===== src/rtl/whitening_ctrl_if.sv =====
// Byte-source, whitening-LFSR and air-bit signals of the
// whitening transmit controller.
interface whitening_ctrl_if #(
  parameter int CH_IDX_W = 6
);
  logic                start;
  logic                abort;
  logic [CH_IDX_W-1:0] ch_idx;
  logic [31:0]         acc_addr;
  logic [7:0]          len;
  logic                bit_tick;
  logic                byte_req;
  logic                byte_valid;
  logic [7:0]          byte_data;
  logic                wh_init;
  logic                wh_en;
  logic [CH_IDX_W-1:0] wh_ch_idx;
  logic                wh_din;
  logic                wh_dout;
  logic                tx_bit;
  logic                tx_valid;
  logic                busy;
  logic                done;
  logic                err;

  modport master (
    output start, abort, ch_idx, acc_addr, len,
    output bit_tick, byte_valid, byte_data, wh_dout,
    input  byte_req, wh_init, wh_en, wh_ch_idx, wh_din,
    input  tx_bit, tx_valid, busy, done, err
  );

  modport slave (
    input  start, abort, ch_idx, acc_addr, len,
    input  bit_tick, byte_valid, byte_data, wh_dout,
    output byte_req, wh_init, wh_en, wh_ch_idx, wh_din,
    output tx_bit, tx_valid, busy, done, err
  );
endinterface


===== src/rtl/whitening_ctrl.sv =====
// BLE transmit sequencer: preamble, access address, then the
// PDU bytes routed through an external whitening LFSR.
module whitening_ctrl #(
  parameter int CH_IDX_W = 6
) (
  input  logic            clk,
  input  logic            rst,
  whitening_ctrl_if.slave bus
);

  typedef enum logic [2:0] {
    IDLE, INIT, PRE, AA, PDU, DONE
  } state_t;

  state_t state, state_nx;

  logic [CH_IDX_W-1:0] ch_q;
  logic [31:0]         aa_q;
  logic [7:0]          len_q;
  logic [7:0]          hold_q;
  logic [7:0]          shift_q;
  logic                hold_full;
  logic [2:0]          bib;
  logic [5:0]          bit_cnt;
  logic [7:0]          sent_cnt;
  logic [7:0]          fetch_cnt;
  logic                tx_bit_q;
  logic                tx_valid_q;
  logic                err_q;

  logic busy;
  logic in_pdu;
  logic kill;
  logic accept;
  logic reject;
  logic tick;
  logic move;
  logic underrun;
  logic boundary;
  logic raw_bit;
  logic pre_last;
  logic xfer;

  assign busy     = (state != IDLE);
  assign in_pdu   = (state == PDU);
  assign kill     = bus.abort && busy;
  assign boundary = (bib == 3'd0);
  assign pre_last = (state == PRE) && (bit_cnt == 6'd7);

  always_ff @(posedge clk or posedge rst) begin
    if (rst) state <= IDLE;
    else     state <= state_nx;
  end

  always_comb begin
    state_nx = state;
    accept   = 1'b0;
    reject   = 1'b0;
    tick     = 1'b0;
    move     = 1'b0;
    underrun = 1'b0;
    raw_bit  = 1'b0;
    unique case (state)
      IDLE: begin
        if (bus.start && !bus.abort) begin
          if (bus.len != 8'd0) begin
            accept   = 1'b1;
            state_nx = INIT;
          end else begin
            reject = 1'b1;
          end
        end
      end
      INIT: state_nx = PRE;
      PRE: begin
        raw_bit = aa_q[0] ^ bit_cnt[0];
        tick    = bus.bit_tick;
        if (tick && bit_cnt == 6'd7) state_nx = AA;
      end
      AA: begin
        raw_bit = aa_q[bit_cnt[4:0]];
        tick    = bus.bit_tick;
        if (tick && bit_cnt == 6'd31) state_nx = PDU;
      end
      PDU: begin
        raw_bit = boundary ? hold_q[0] : shift_q[0];
        if (bus.bit_tick) begin
          if (boundary && !hold_full) begin
            underrun = 1'b1;
            state_nx = IDLE;
          end else begin
            tick = 1'b1;
            move = boundary;
            if (bib == 3'd7 && sent_cnt == len_q - 8'd1)
              state_nx = DONE;
          end
        end
      end
      DONE: state_nx = IDLE;
      default: state_nx = IDLE;
    endcase
    // abort beats any strobe or underrun in the same cycle
    if (kill) begin
      state_nx = IDLE;
      tick     = 1'b0;
      move     = 1'b0;
      underrun = 1'b0;
    end
  end

  assign bus.byte_req = busy && (state != DONE) && !hold_full
                        && (fetch_cnt < len_q);
  assign xfer = bus.byte_req && bus.byte_valid && !kill;

  always_ff @(posedge clk or posedge rst) begin
    if (rst) begin
      ch_q       <= '0;
      aa_q       <= '0;
      len_q      <= '0;
      hold_q     <= '0;
      shift_q    <= '0;
      hold_full  <= 1'b0;
      bib        <= '0;
      bit_cnt    <= '0;
      sent_cnt   <= '0;
      fetch_cnt  <= '0;
      tx_bit_q   <= 1'b0;
      tx_valid_q <= 1'b0;
      err_q      <= 1'b0;
    end else begin
      tx_valid_q <= tick;
      err_q      <= reject | underrun;
      if (tick) tx_bit_q <= in_pdu ? bus.wh_dout : raw_bit;
      if (accept) begin
        ch_q      <= bus.ch_idx;
        aa_q      <= bus.acc_addr;
        len_q     <= bus.len;
        hold_full <= 1'b0;
        bib       <= '0;
        bit_cnt   <= '0;
        sent_cnt  <= '0;
        fetch_cnt <= '0;
      end
      if (tick && in_pdu) begin
        bib     <= bib + 3'd1;
        shift_q <= {1'b0, move ? hold_q[7:1] : shift_q[7:1]};
        if (bib == 3'd7) sent_cnt <= sent_cnt + 8'd1;
      end
      if (tick && !in_pdu)
        bit_cnt <= pre_last ? 6'd0 : bit_cnt + 6'd1;
      if (kill) begin
        hold_full <= 1'b0;
      end else if (xfer) begin
        hold_q    <= bus.byte_data;
        hold_full <= 1'b1;
        fetch_cnt <= fetch_cnt + 8'd1;
      end else if (move) begin
        hold_full <= 1'b0;
      end
    end
  end

  assign bus.busy      = busy;
  assign bus.done      = (state == DONE);
  assign bus.err       = err_q;
  assign bus.wh_init   = (state == INIT);
  assign bus.wh_ch_idx = busy ? ch_q : '0;
  assign bus.wh_en     = tick && in_pdu;
  assign bus.wh_din    = in_pdu && raw_bit;
  assign bus.tx_bit    = tx_bit_q;
  assign bus.tx_valid  = tx_valid_q;

endmodule


===== src/flat_wrapper.sv =====
// flat-port wrapper written by rule: the top's interface ports become plain ports
module whitening_ctrl_flat 
#(
  parameter int CH_IDX_W = 6
)
  (clk, rst, bus_start, bus_abort, bus_ch_idx, bus_acc_addr, bus_len, bus_bit_tick, bus_byte_valid, bus_byte_data, bus_wh_dout, bus_byte_req, bus_wh_init, bus_wh_en, bus_wh_ch_idx, bus_wh_din, bus_tx_bit, bus_tx_valid, bus_busy, bus_done, bus_err);
  whitening_ctrl_if #(.CH_IDX_W(CH_IDX_W)) bus_i ();
  input  logic clk;
  input  logic rst;
  input wire logic [$bits(bus_i.start)-1:0] bus_start;
  input wire logic [$bits(bus_i.abort)-1:0] bus_abort;
  input wire logic [$bits(bus_i.ch_idx)-1:0] bus_ch_idx;
  input wire logic [$bits(bus_i.acc_addr)-1:0] bus_acc_addr;
  input wire logic [$bits(bus_i.len)-1:0] bus_len;
  input wire logic [$bits(bus_i.bit_tick)-1:0] bus_bit_tick;
  input wire logic [$bits(bus_i.byte_valid)-1:0] bus_byte_valid;
  input wire logic [$bits(bus_i.byte_data)-1:0] bus_byte_data;
  input wire logic [$bits(bus_i.wh_dout)-1:0] bus_wh_dout;
  output wire logic [$bits(bus_i.byte_req)-1:0] bus_byte_req;
  output wire logic [$bits(bus_i.wh_init)-1:0] bus_wh_init;
  output wire logic [$bits(bus_i.wh_en)-1:0] bus_wh_en;
  output wire logic [$bits(bus_i.wh_ch_idx)-1:0] bus_wh_ch_idx;
  output wire logic [$bits(bus_i.wh_din)-1:0] bus_wh_din;
  output wire logic [$bits(bus_i.tx_bit)-1:0] bus_tx_bit;
  output wire logic [$bits(bus_i.tx_valid)-1:0] bus_tx_valid;
  output wire logic [$bits(bus_i.busy)-1:0] bus_busy;
  output wire logic [$bits(bus_i.done)-1:0] bus_done;
  output wire logic [$bits(bus_i.err)-1:0] bus_err;
  assign bus_i.start = bus_start;
  assign bus_i.abort = bus_abort;
  assign bus_i.ch_idx = bus_ch_idx;
  assign bus_i.acc_addr = bus_acc_addr;
  assign bus_i.len = bus_len;
  assign bus_i.bit_tick = bus_bit_tick;
  assign bus_i.byte_valid = bus_byte_valid;
  assign bus_i.byte_data = bus_byte_data;
  assign bus_i.wh_dout = bus_wh_dout;
  assign bus_byte_req = bus_i.byte_req;
  assign bus_wh_init = bus_i.wh_init;
  assign bus_wh_en = bus_i.wh_en;
  assign bus_wh_ch_idx = bus_i.wh_ch_idx;
  assign bus_wh_din = bus_i.wh_din;
  assign bus_tx_bit = bus_i.tx_bit;
  assign bus_tx_valid = bus_i.tx_valid;
  assign bus_busy = bus_i.busy;
  assign bus_done = bus_i.done;
  assign bus_err = bus_i.err;
  whitening_ctrl #(.CH_IDX_W(CH_IDX_W)) u_core (.clk(clk), .rst(rst), .bus(bus_i));
endmodule

===== config.mk =====
export PLATFORM = sky130hd
export DESIGN_NAME = whitening_ctrl_flat
export DESIGN_NICKNAME = d
export VERILOG_FILES = /design/src/rtl/whitening_ctrl_if.sv /design/src/rtl/whitening_ctrl.sv /design/src/flat_wrapper.sv
export SDC_FILE = /design/constraint.sdc
export NUM_CORES = 1
export LEC_CHECK = 0
export BUFFER_PORTS_ARGS = -buffer_cell sky130_fd_sc_hd__buf_2
export CAP_MARGIN = 10
export CORE_MARGIN = 2
export CORE_UTILIZATION = 53
export CTS_CLUSTER_SIZE = 25
export DETAILED_ROUTE_END_ITERATION = 10
export GPL_ROUTABILITY_DRIVEN = 0
export PLACE_DENSITY_LB_ADDON = 0.12
export SYNTH_ARGS = -nofsm -noshare
export SYNTH_HDL_FRONTEND = slang
export SYNTH_SLANG_ARGS = --single-unit

===== constraint.sdc =====
create_clock -name clk -period 6.3 [get_ports clk]
set_input_delay 0 -clock clk [delete_from_list [all_inputs] [get_ports clk]]
set_output_delay 0 -clock clk [all_outputs]
set_load 0.02 [all_outputs]

==> results.yml <==
synth:
  syn_nets: 587
  syn_area_um2: 4948
  syn_inst: 512
  yosys_warnings: 0
  ys.flop_type: "dfrtp_1"
  seq_area_frac_synth_pct: 47.03
  syn_avg_cell_area_um2: 9.665
  asyncSetResetFlopFracSynth_pct: 100.0
  synth_edf_count: 0
  synth_top_cell_by_area: "dfrtp_1"
  ys_ff_latch: 93
  synth_area_leaders: "dfrtp_1 47%, nand2_1 11%, mux2i_1 4.9%"
  yosysTopAreaCellShare_pct: 47.03
  synth.distinct_cells: 62
place:
  place_ws_ns: 3.928
  port_buffers: 75
  numPlacedInstances: 678
  dp_hpwl_um: 7759
clock_tree:
  clkLatencyLatePin_ns: 0.35
  cts_root_buffer: "clkbuf_8"
  cts_sinks: 93
  clock_path_buffers: 2
  cts_resized: 0
  cts_tree: "yes"
  numCtsBuffers: 9
  cts.clk_slew.worst_paths_ns: 0.09
  htreeDepth: 3
worst_setup_path:
  crit_path_top_delay_cell: "nor3_4"
  r2r_cells: 5
  startpoint: "u_core.state[0]"
  ff2ff_setup_slack_ns: 3.89
  cp_num_cells: 5
  cpPeakStageDelay_ns: 0.60
  critPathBufInv: 0
  rr_endpoint: "u_core.sent_cnt[7]"
  crit_arrival_ns: 2.69
  required_ns: 6.58
  path_max_fanout: 21
  start_kind: "register"
  endpoint_kind: "register"
  crit_type: "reg -> reg"
  crit_end: "u_core.sent_cnt[7]"
  path_cells: "or3b_4 > nor3_4 > nand2_2 > nor4_2 > mux2i_1"
  crit_family: "simple AND/OR/NAND/NOR gates"
  r2r_start: "u_core.state[0]"
power_and_ir_drop:
  power.total_mw: 2.364
  p_leak_nw: 3.029
  p_per_area_nw_per_um2: 383.3
  vdd_drop_max_uv: 252.9
timing:
  worstMarginPinSlew_ns: 1.012
  finalSetupViolations: 0
  finalCritPeriodShare_pct: 38.30
  finalCriticalPeriod_ns: 2.413
  whs_ns: 0.04623
  slew_headroom_pct: 32.50
  finClkSkew_ns: 0.009639
  setup_tns_ns: 0
  fin_ws_ns: 3.887
  rsz0062_at_grt: "false"
  fmax_mhz: 414.4
  hold_viol: 0
  slew_violations: 0
drt:
  routed-via-count: 4117
  drt_iter0_markers: 195
  drtPass1Iterations: 4
  routed_wl_um: 11790
  wire_per_inst_um: 15.76
  vias_per_cell: 5.504
  drc_errors: 0
  ant_nets: 0
final_layout:
  post_route_cells_drive_above_1_share_pct: 19.47
  instances_no_fill: 748
  nets: 708
  antenna_cells: 0
  area_delta_synth_final_pct: 24.63
global_routing:
  grt_pass1_vias: 4051
  track_usage_pct: 25.37
  grt_max_degree: 81
  grt-ovfl-total: 0
  grt_first_pass_wirelength_um: 20000
  antenna_found_initial: 0
flow_run:
  maxCapViolations: 0
die:
  core-area_um2: 9153
  initial_utilization_pct: 54.07
  fp.dieArea_um2: 10130
  fp.dieW_um: 100.6
  dieHeight_um: 100.6
  num_rows: 35
  ios: 76
outcome:
  status: "complete, no violations"
min_path:
  worst_hold_path_type: "in -> reg"
  hp-start: "bus_abort"
-- per-layer routing --
metal | global-route usage [%] | part of all wire [%]
met5 | 0 | 0
met1 | 35.65 | 46
met4 | 8.430 | 2.2
met2 | 39.33 | 47
met3 | 5.479 | 5.1
-- cell usage after synthesis (3+ instances only) --
cell      number
nand2b_1       8
buf_4          4
o21ai_0       18
or3_1          5
o31ai_1        3
nand2_1      151
and3_1         5
nor2b_1        4
a21oi_1       15
nand3_1        9
inv_1         18
nand4_1       10
mux2_2         5
mux4_2         8
nor3_1         4
xor2_1         6
o21ai_1        7
clkbuf_1       7
buf_2         13
mux2_1         3
mux2i_1       24
xnor2_1        8
ha_1          14
nor2_1        15
and2_1         7
dfrtp_1       93
-- state kept, by name (all words and copies together) (netlist names) --
register	count
u_core.bit_cnt	6
u_core.bus.err	1
u_core.bib	3
u_core.shift_q	7
u_core.sent_cnt	8
u_core.fetch_cnt	8
u_core.aa_q	32
u_core.bus.tx_bit	1
u_core.bus.tx_valid	1
u_core.len_q	8
u_core.state	3
u_core.hold_q	8
u_core.hold_full	1
u_core.ch_q	6
-- worst min path at each step --
stage | to | slack, ns | cells after the start
after floorplan | u_core.aa_q[0] | 0.11 | 2
after global placement | u_core.ch_q[1] | -0.07 | 2
after detailed placement | u_core.ch_q[1] | -0.06 | 2
after CTS | u_core.state[1] | 0.03 | 2
after global routing | u_core.state[1] | 0.03 | 2
final | u_core.state[1] | 0.05 | 2
-- cells by family after synthesis --
kind of cell / synth area share [%]
XOR/XNOR: 2.478
multiplexers: 10.32
adder cells (fa/ha/maj): 3.540
AO/OA/AOI/OAI: 9.836
buffers and inverters: 3.894
AND/OR/NAND/NOR: 22.91
flip-flops: 47.03
-- power breakdown --
| group | switching, mW | leakage (nW) | internal [mW] | total (mW) |
|---|---|---|---|---|
| registers | 0.203 | 1.19 | 0.809 | 1.01 |
| logic | 0.472 | 1.72 | 0.403 | 0.875 |
| clock network | 0.215 | 0.116 | 0.262 | 0.477 |
| total | 0.890 | 3.03 | 1.47 | 2.36 |
-- area by class of cell --
type / instances / area (um2)
Clock buffer: 9 / 123.9
Timing Repair Buffer: 134 / 955.9
Inverter: 19 / 72.57
Sequential cell: 93 / 2327
Fill cell: 709 / 2985
Clock inverter: 6 / 111.4
Tap cell: 111 / 138.9
Multi-Input combinational cell: 376 / 2437
-- cells in the final DEF, fill, tap and decap left out, types with 3 or more instances in the layout --
master	n
mux2_1	3
buf_2	75
a21oi_1	15
nor2b_1	4
nor2_1	15
mux4_2	8
nand4_1	10
mux2_2	5
xnor2_1	8
nor3_1	4
o21ai_0	18
buf_4	4
o31ai_1	3
bufinv_16	3
dfrtp_1	93
dlygate4sd3_1	55
nand2b_1	8
o21ai_1	7
ha_1	14
or3_1	5
inv_1	17
and2_1	7
mux2i_1	24
and3_1	5
xor2_1	6
nand3_1	9
clkbuf_8	9
nand2_1	151
-- through the flow --
stage               utilization [%]  instance area, um2
floorplan                         -                4949
global placement              58.80                5381
detailed placement            58.80                5381
CTS                           67.38                6167
global route                  67.38                6167
finish                        67.38                6167
-- what timing repair did --
item	4_1_cts	5_1_grt
endpoints found under the setup margin	0	0
hold buffers	55	0
endpoints found under the hold margin	67	0
buffers inserted	0	0
Power figures use the tool's default switching activity.
